## src/rtl/fwd_arb_rr.sv

```systemverilog
// fwd_arb_rr: round-robin forwarding arbiter between N packetfilter cores and one forwarder.
//   clk, rst (async, active-low)
//   forwarder side: addr, rd_en, done, ack in; rd_data, rd_data_vld, byte_len, rdy out
//   core side: core_en, fwd_rd_data, fwd_rd_data_vld, fwd_byte_len, rdy_for_fwd in;
//              fwd_addr, fwd_rd_en, fwd_done, rdy_for_fwd_ack out
//   status: sel_idx (current/last granted core), busy (grant held)
module fwd_arb_rr #(
    parameter int N                 = 4,
    parameter int SN_FWD_ADDR_WIDTH = 8,
    parameter int SN_FWD_DATA_WIDTH = 64,
    parameter int PLEN_WIDTH        = 32,
    parameter int MUX_LAT           = 0,
    localparam int IDX_W            = (N > 1) ? $clog2(N) : 1
) (
    input  logic                           clk,
    input  logic                           rst,
    input  logic [SN_FWD_ADDR_WIDTH-1:0]   addr,
    input  logic                           rd_en,
    output logic [SN_FWD_DATA_WIDTH-1:0]   rd_data,
    output logic                           rd_data_vld,
    output logic [PLEN_WIDTH-1:0]          byte_len,
    input  logic                           done,
    output logic                           rdy,
    input  logic                           ack,
    input  logic [N-1:0]                   core_en,
    output logic [SN_FWD_ADDR_WIDTH-1:0]   fwd_addr,
    output logic [N-1:0]                   fwd_rd_en,
    input  logic [N*SN_FWD_DATA_WIDTH-1:0] fwd_rd_data,
    input  logic [N-1:0]                   fwd_rd_data_vld,
    input  logic [N*PLEN_WIDTH-1:0]        fwd_byte_len,
    output logic [N-1:0]                   fwd_done,
    input  logic [N-1:0]                   rdy_for_fwd,
    output logic [N-1:0]                   rdy_for_fwd_ack,
    output logic [IDX_W-1:0]               sel_idx,
    output logic                           busy
);
    localparam int W = SN_FWD_DATA_WIDTH;
    localparam int L = PLEN_WIDTH;

    typedef enum logic {IDLE, BUSY} state_t;

    state_t                r_state, w_next;
    logic [IDX_W-1:0]      r_sel, r_last;
    logic [N-1:0]          w_elig, w_sel_oh, w_cand_oh;
    logic [IDX_W-1:0]      w_hi, w_lo, w_cand;
    logic                  w_hi_found, w_grant;
    logic [W-1:0]          w_d0;
    logic [L-1:0]          w_l0;
    logic                  w_v0;

    assign w_elig  = rdy_for_fwd & core_en;
    assign w_grant = rdy && ack;

    // Rotating search: lowest eligible index above last_grant, else wrap to lowest eligible.
    // The loop runs high-to-low so the final assignment is the lowest qualifying index.
    always_comb begin
        w_hi       = '0;
        w_lo       = '0;
        w_hi_found = 1'b0;
        w_sel_oh   = '0;
        w_d0       = '0;
        w_l0       = '0;
        w_v0       = 1'b0;
        for (int i = N - 1; i >= 0; i--) begin
            if (w_elig[i] && IDX_W'(i) > r_last) begin
                w_hi       = IDX_W'(i);
                w_hi_found = 1'b1;
            end
            if (w_elig[i])
                w_lo = IDX_W'(i);
            if (IDX_W'(i) == r_sel) begin
                w_sel_oh[i] = 1'b1;
                w_d0        = fwd_rd_data[i*W +: W];
                w_l0        = fwd_byte_len[i*L +: L];
                w_v0        = fwd_rd_data_vld[i];
            end
        end
        w_cand = w_hi_found ? w_hi : w_lo;
        for (int i = 0; i < N; i++)
            w_cand_oh[i] = IDX_W'(i) == w_cand;
    end

    always_ff @(posedge clk or negedge rst) begin
        if (!rst) begin
            r_state <= IDLE;
            r_sel   <= '0;
            r_last  <= IDX_W'(N - 1);
        end else begin
            r_state <= w_next;
            if (r_state == IDLE && w_grant)
                r_sel <= w_cand;
            if (r_state == BUSY && done)
                r_last <= r_sel;
        end
    end

    always_comb begin
        w_next = r_state;
        if (r_state == IDLE && w_grant)
            w_next = BUSY;
        else if (r_state == BUSY && done)
            w_next = IDLE;
    end

    // rst gates rdy directly so no ack escapes while reset is held with cores ready.
    always_comb begin
        busy            = r_state == BUSY;
        rdy             = rst && r_state == IDLE && |w_elig;
        rdy_for_fwd_ack = (rdy && ack) ? w_cand_oh : '0;
        fwd_rd_en       = (busy && rd_en) ? w_sel_oh : '0;
        fwd_done        = (busy && done) ? w_sel_oh : '0;
        fwd_addr        = addr;
        sel_idx         = r_sel;
    end

    generate
        if (MUX_LAT == 0) begin : g_comb
            assign rd_data     = w_d0;
            assign byte_len    = w_l0;
            assign rd_data_vld = w_v0 && busy;
        end else begin : g_pipe
            logic [W-1:0] r_d [MUX_LAT];
            logic [L-1:0] r_l [MUX_LAT];
            logic         r_v [MUX_LAT];
            always_ff @(posedge clk or negedge rst) begin
                if (!rst) begin
                    r_d <= '{default: '0};
                    r_l <= '{default: '0};
                    r_v <= '{default: 1'b0};
                end else begin
                    r_d[0] <= w_d0;
                    r_l[0] <= w_l0;
                    r_v[0] <= w_v0 && busy;
                    for (int s = 1; s < MUX_LAT; s++) begin
                        r_d[s] <= r_d[s-1];
                        r_l[s] <= r_l[s-1];
                        r_v[s] <= r_v[s-1];
                    end
                end
            end
            assign rd_data     = r_d[MUX_LAT-1];
            assign byte_len    = r_l[MUX_LAT-1];
            assign rd_data_vld = r_v[MUX_LAT-1];
        end
    endgenerate
endmodule

```

## config.mk

```make
export PLATFORM = sky130hd
export DESIGN_NAME = fwd_arb_rr
export DESIGN_NICKNAME = d
export VERILOG_FILES = /design/src/rtl/fwd_arb_rr.sv
export SDC_FILE = /design/constraint.sdc
export NUM_CORES = 1
export LEC_CHECK = 0
export ABC_AREA = 0
export CORE_AREA = 2 2 208 210
export DETAILED_ROUTE_END_ITERATION = 6
export DIE_AREA = 0 0 210 212
export PLACE_DENSITY = 0.39
export SYNTH_ARGS = -nofsm -noshare
export SYNTH_HDL_FRONTEND = slang
export SYNTH_SLANG_ARGS = --single-unit
```

## constraint.sdc

```tcl
create_clock -name clk -period 5.9 [get_ports clk]
set_clock_uncertainty 0.05 [all_clocks]
set_input_delay 1.77 -clock clk [delete_from_list [all_inputs] [get_ports clk]]
set_output_delay 1.77 -clock clk [all_outputs]
set_load 0.01 [all_outputs]
```

==> key figures <==
Logic synthesis
  – Syn nets: 589
  – Post-Syn Instances: 180
  – Cell accounting for the most synthesized area: mux4_2
  – Top-count cell post-synth: mux4_2
  – Synth cell types: 26
  – Synth top area cells: mux4_2, buf_6, dfrtp_1
  – #FFs+latches synth: 5
  – Multiplexer area fraction after synthesis: 78.10%
  – Synth Area per Inst: 15.62 um2
  – Largest family of logic cells by synthesized area: multiplexers
  – Post-synth EDFFs: 0
  – Sequential share of the synthesized area: 4.539%
  – Synth Warn #: 0
  – Synth top area share: ~78%
  – Primary FF master, synth: dfrtp_1
  – Synth async-reset ratio: 100.0%
  – Post-synthesis xor/xnor area fraction: 0%
  – Post-synth top cells: mux4_2, buf_2
  – Synth Area in Compound Gates: under 10%
  – Mapped cell area: 2811 um2
  – Adder-Cell Fraction of Synth Area: 0%
  – Simple-gate share of the synthesized area: under 10%

Timing
  – Max Freq: around 180 MHz
  – Hold slack: 458.1 ps
  – Slew @ Worst Pin: between 600 and 700 ps
  – Minimum clock period: 5462 ps
  – Setup TNS: 0 ps
  – RSZ-0062 raised after global routing: false
  – Hold Fails Final Rpt: 0
  – Slew Limit Fails: 0
  – Final setup vio count: 0
  – Slew Limit Headroom: a little under three fifths
  – Final period util: 92.57%

Worst setup path
  – RR Endpoint: sel_idx[1]
  – Reg2reg start: busy
  – Critical Path RT: 4080 ps
  – Worst Setup End Kind: output port
  – CP Max Fanout: 5
  – R2R setup slack: 4420 ps
  – Crit path arrival time: 3640 ps
  – Crit path cell chain: clkdlybuf4s50_1 > a22o_1 > o21ai_2 > or2_4 > nor4_1 > clkdlybuf4s50_1
  – Startpoint types: input port
  – Slowest stage delay, CP: 600 ps
  – R2R depth: 4
  – CP max stage cell: clkdlybuf4s50_1
  – Kind of critical path: in -> out
  – Cell mode on critical path: clkdlybuf4s50_1

Global routing
  – Vias in the first global route: 4497
  – GR Util All Layers: 9.213%
  – Largest net degree at the start of global routing: 61
  – GRT overflow: 0
  – First-pass GRT wire length: 30.35 mm
  – Antenna violations before repair: 2

Route
  – Pre-Repair DR Iteration Count: 4
  – # DRC: 0
  – Iteration-0 DRC Markers: 118
  – WL/cell: 18.42 um
  – Final ANT Viol Nets: 0
  – DR vias: 4065
  – Routed WL: 22.45 mm
  – Via density: 3.335

Clock tree
  – Hold Buf Count CTS: 0
  – CTS tree: built
  – CTS Sinks: 5
  – Clk slew on worst S/H paths: 30 ps
  – CTS buffer count: 3
  – Root buf cell: clkbuf_16
  – Clock tree buffer depth: 2
  – Post-cts sizing count: 0
  – CTS H-tree depth: 1
  – Worst skew pair latency: 230 ps
  – # Post-CTS Setup Buffers: 0

Floorplan
  – Core ar.: 42510 um2
  – IO Count: 530
  – Die footprint: 44520 um2
  – Die width: 210 um
  – Die Y: approximately 210 um
  – Row count: 76
  – Initial core utilization: around 6.6%

Pwr
  – Leakage: 2.847 nW
  – Worst vdd ir: between 150 and 200 uV
  – Power per cell area: 226.6 nW/um2
  – Overall power: between 1.5 and 2 mW

Finish
  – Share of cells above drive strength 1: 16.99%
  – Layout area overhead: 204.7%
  – Nets: around 1100

Worst hold path
  – HP Class: reg -> reg
  – Hold-critical path endpoint: r_last[0]
  – Hold Startpoint: r_last[0]
  – WHS Path Cells: 2

Run status
  – Outcome: complete, no violations

Place
  – Routability Congestion: 0.7465
  – IO buf count: 513
  – Placed wire-length estimate: 19.89 mm

Run
  – Max Cap Viol: 0
final cells by class:
cell class,instances,area (um2)
Fill cell,4602,33940
Timing Repair Buffer,518,5210
Multi-Input combinational cell,141,2442
Tap cell,546,683.2
Sequential cell,5,135.1
Clock buffer,4,78.83
Inverter,3,11.26
Antenna cell,2,5.005
cells in the final DEF, fill, tap and decap left out, drive strengths merged:
cell / count
clkdlybuf4s50: 513
mux4: 97
nand2: 9
nor2: 9
o21ai: 5
buf: 5
nor3: 4
clkbuf: 4
inv: 3
a22o: 3
dfrtp: 3
diode: 2
nor3b: 2
and2: 2
dfstp: 2
nand2b: 1
a21boi: 1
a32oi: 1
o221a: 1
and3b: 1
or2: 1
nor4b: 1
nor4: 1
mux2: 1
a2bb2oi: 1
critical path, delay by kind of cell:
| kind | cells | cell delay, ps |
|---|---|---|
| buffers and inverters | 2 | 1100 |
| AND/OR/NAND/NOR | 2 | 480 |
| AO/OA/AOI/OAI | 2 | 290 |
state kept, by name, summed over array words and instances, names as in the netlist:
name	count
sel_idx	2
busy	1
r_last	2
how the worst max path moves through the flow:
stage | startpoint | to | slack (ps) | cells after the start
2_1_floorplan | rdy_for_fwd[1] | rdy_for_fwd_ack[3] | 1450 | 4
3_3_place_gp | rdy_for_fwd[2] | rdy_for_fwd_ack[0] | 420 | 6
3_5_place_dp | core_en[2] | rdy_for_fwd_ack[0] | 420 | 6
4_1_cts | rdy_for_fwd[2] | rdy_for_fwd_ack[0] | 420 | 6
5_1_grt | core_en[2] | rdy_for_fwd_ack[3] | 250 | 6
6_report | rdy_for_fwd[2] | rdy_for_fwd_ack[0] | 440 | 6
routing by layer:
layer,track usage [%],vias up,wire length (um)
met3,1.758,16,1727
met1,10.51,1960,8335
met2,17.67,274,12090
met4,2.054,0,299
li1,-,1815,-
met5,0,-,0
logic make-up (layout without fill, tap and decap cells):
kind of cell / after synthesis / in the layout
DFF: 5 / 5
other: 0 / 2
and+or+nand+nor: 31 / 31
AOI/OAI and AO/OA: 12 / 12
buffers and inverters: 34 / 525
muxes: 98 / 98
per-stage QoR:
step	utilization [%]	setup WS (ps)	instances	cell area (um2)
5_1_grt	20.15	249.4	1219	8566
2_1_floorplan	-	1447	180	2811
3_3_place_gp	19.95	421.3	1213	8482
6_report	20.15	438.5	1219	8566
3_5_place_dp	19.95	423.9	1213	8482
4_1_cts	20.14	424.5	1217	8561
report_power, final:
| group | internal [mW] | switching, mW | total (mW) |
|---|---|---|---|
| logic | 1.10 | 0.635 | 1.74 |
| clock network | 0.0895 | 0.0222 | 0.112 |
| registers | 0.0536 | 0.0380 | 0.0916 |
(Power assumes the default switching activity.)
==> edit 1, RTL diff (same flow settings) <==
Reset style: synchronous (`rst`), changed in 2 clocked blocks. Comments in the files are not updated.
--- a/src/rtl/fwd_arb_rr.sv
+++ b/src/rtl/fwd_arb_rr.sv
@@ -81,5 +81,5 @@
     end
 
-    always_ff @(posedge clk or negedge rst) begin
+    always_ff @(posedge clk) begin
         if (!rst) begin
             r_state <= IDLE;
@@ -123,5 +123,5 @@
             logic [L-1:0] r_l [MUX_LAT];
             logic         r_v [MUX_LAT];
-            always_ff @(posedge clk or negedge rst) begin
+            always_ff @(posedge clk) begin
                 if (!rst) begin
                     r_d <= '{default: '0};
Behaviour: differs if rst is asserted again (counterexample within 4 cycles, from zero or initial values and one cycle with rst low); with rst held inactive, the same outputs for 4 cycles.
==> edit 1 against the unedited design <==
Routed wire length grew 5.8%. Area after synthesis is the same. Final cell count grew 0.82%. Critical path type unchanged. Cell area grew 0.50%. Global-route usage grew 0.51 points. Sequential cell count is the same. Worst setup slack lost 140 ps.
Power is not compared: it rests on default switching activity, and its combinational part moved more than twofold at a synthesized area within 25%.
==> edit 1: results <==
layout:
  antennaDiodeCount: 0
  drive_above_1_share: 0.168
  nets: 1093
clocking:
  cts_made_buffers: 3
  root_buffer: "clkbuf_16"
  path_clk_slew_ps: 30
placement:
  place_ws_ps: 293
  dp_hpwl_mm: 20.8
  dp_cells: 1225
  placed_cell_area_mm2: 0.00853
  gp_congestion: 0.819
grt:
  grt_usage: 0.0972
  grt.met1_usage: 0.120
  use_met3: 0.0160
  grt_pass1_wl_mm: 31.9
  antenna_found_initial: 1
  grt_start_max_net_pins: 47
  grt_pass1_vias: 4458
  use_met2: 0.181
detailed_routing:
  dr.pass1.iters: 4
  via_count: 4099
  first_iter_violations: 157
  via_per_inst: 3.34
  wl_mm: 23.7
setup_path:
  slowest_delay_ps: 550
  critPathSlowestCell: "clkdlybuf4s50_1"
  cp.arrival_ps: 3790
  r2r_slack_ps: 4410
logic_synthesis:
  synthFlopType: "dfxtp_1"
  synth_area_leaders: "mux4_2 (78%), dfxtp_1 (3.6%), buf_6 (3.2%), buf_4 (2.4%), buf_2 (2.0%)"
  async_flop_share: 0
  synth_compound_area_frac: 0.0441
  synth-seq-area-share: 0.0356
  synth.net_count: 596
  yosysUniqueCellTypes: 27
  syn_avg_cell_area_um2: 15.0
  synth_mux_area_frac: 0.777
  yosys-top-cells-count: "mux4_2 (97), buf_2 (11), buf_4 (9), nand2_1 (9), nor2_1 (9)"
timing:
  fin_ws_ps: 294
  holdWs_ps: 470
  slew_headroom: 0.458
run_status:
  outcome: "complete, no violations"
edit 1: cell count changes after synthesis, moves of 2 or more:
cell	change
dfrtp_1	-3
nor3_1	-2
a21oi_1	+3
dfstp_2	-2
nand3_1	+4
nor3b_1	-2
dfxtp_1	+5
nand2b_1	+3
a22o_1	-3
a22oi_1	+2
edit 1: final cells by class:
type                    count  area (um^2)
clock buffers               4         78.8
fillers                  4601        33900
inverters                   2         7.51
multi-input cells         148         2480
flip-flops and latches      5          108
well taps                 546          683
repair buffers            524         5260
edit 1: critical path: cells and delay by family:
family	cells	cell delay, ps
compound gates	3	900
buf+inv	2	990
simple gates	1	140
edit 1: routing by layer:
metal	up-vias	wire, um
met3	14	1340
met2	196	12700
met5	-	0
li1	1852	-
met1	2037	9520
met4	0	234
edit 1: worst paths after layout:
kind,startpoint,endpoint
min,r_last[0],r_last[0]
min reg2reg,r_last[0],r_last[0]
max reg2reg,busy,sel_idx[1]
max,core_en[1],rdy_for_fwd_ack[2]
==> edit 2, RTL diff (same flow settings) <==
Without the edit above. The parameter `SN_FWD_DATA_WIDTH` goes from 64 to 68.
--- a/src/rtl/fwd_arb_rr.sv
+++ b/src/rtl/fwd_arb_rr.sv
@@ -8,5 +8,5 @@
     parameter int N                 = 4,
     parameter int SN_FWD_ADDR_WIDTH = 8,
-    parameter int SN_FWD_DATA_WIDTH = 64,
+    parameter int SN_FWD_DATA_WIDTH = 68,
     parameter int PLEN_WIDTH        = 32,
     parameter int MUX_LAT           = 0,
Interface: changed (resized fwd_rd_data and rd_data); port bits go from 530 to 550. The function was not compared with the original's and may differ.
==> edit 2 against the unedited design <==
Routed wire length is 16% higher. Cell area grew 3.5%. Total power increased by 6.1%. Worst setup slack got worse by 63 ps. Area after synthesis is 2.2% higher. Sequential cell count did not move. Critical endpoint is now rdy_for_fwd_ack[2]. Largest cell class unchanged.
==> edit 2: results <==
placement:
  gp_congestion: 0.816
  numPortBuffers: 533
  placed_cell_area_mm2: 0.00879
  dp_hpwl_mm: 23.2
  place_ws_ps: 361
layout:
  nets: 1124
  antennaDiodeCount: 0
  fill_cells: 4595
  drive_above_1_share: 0.170
timing:
  slew_headroom: 0.518
  fin_ws_ps: 376
logic_synthesis:
  synth.net_count: 610
  synth-seq-area-share: 0.0444
  yosys-top-cells-count: "mux4_2 (101), buf_2 (9), buf_4 (9), nand2_1 (9), nor2_1 (9)"
  synth_area_leaders: "mux4_2 (79%), dfrtp_1 (2.6%), buf_4 (2.4%), buf_6 (2.4%), dfstp_2 (1.8%)"
  synth-adder-area-share: 0
  yosysUniqueCellTypes: 27
  synth_compound_area_frac: 0.0305
setup_path:
  startpoint: "core_en[2]"
  slowest_delay_ps: 580
  reg2reg_depth: 3
  cp.arrival_ps: 3700
  r2r_slack_ps: 4350
  r2r-start: "sel_idx[0]"
  cp_max_fo: 3
detailed_routing:
  wl_mm: 26.0
  via_per_inst: 3.43
pwr:
  ir_drop_mv: 0.107
  swShare: 0.372
  p_leak_nw: 2.97
grt:
  grt_usage: 0.107
  grt_pass1_vias: 4703
  grt_start_max_net_pins: 48
run_status:
  outcome: "complete, no violations"
edit 2: changes by cell type after synthesis, sizes merged:
cell,unedited run,this run
mux4,97,101
clkbuf,3,6
buf,28,26
edit 2: layout make-up:
class                   count  area share
multi-input cells         145       0.285
well taps                 546      0.0770
flip-flops and latches      5      0.0152
inverters                   3     0.00127
clock buffers               3     0.00847
repair buffers            541       0.613
clock inverters             1    0.000564
edit 2: logic make-up (layout without fill, tap and decap cells):
kind of cell,count (synthesis),after routing
AO/OA/AOI/OAI,12,12
flip-flops,5,5
buffers and inverters,35,548
AND/OR/NAND/NOR,31,31
multiplexers,102,102
edit 2: worst paths after layout:
check	to
min in group asynchronous	sel_idx[0]
worst max-delay path	rdy_for_fwd_ack[2]
worst min register to register	r_last[0]
worst max register to register	sel_idx[0]
max in group asynchronous	r_last[0]
worst min-delay path	r_last[0]
edit 2: worst reg2reg max path: stages, from the launching register on:
cell       delay (ps)
dfrtp_4           720
buf_12            360
inv_1             150
a2bb2oi_1         180
edit 2: routing by layer:
layer / vias up / global-route usage / share of wire
met5: - / 0 / 0.0023
met3: 30 / 0.0380 / 0.11
met1: 2065 / 0.128 / 0.39
li1: 1884 / - / -
met2: 283 / 0.189 / 0.49
met4: 10 / 0.0159 / 0.015
edit 2: stage by stage:
stage                     total power (W)  cells  hold WS (ps)
after detailed placement          0.00198   1240           457
after floorplan                  0.000962    185           425
after global placement            0.00200   1240           448
after CTS                         0.00211   1244           455
after global routing              0.00218   1244           491
final                             0.00206   1244           451
edit 2: power groups by stage:
stage	sequential, W	clock (W)	combinational (W)
global placement	0.000147	0	0.00185
global route	0.000152	0.000113	0.00191
CTS	0.000146	0.000111	0.00185
detailed placement	0.000146	0	0.00184
finish	0.000140	0.000110	0.00181
floorplan	0.0000621	0	0.000900
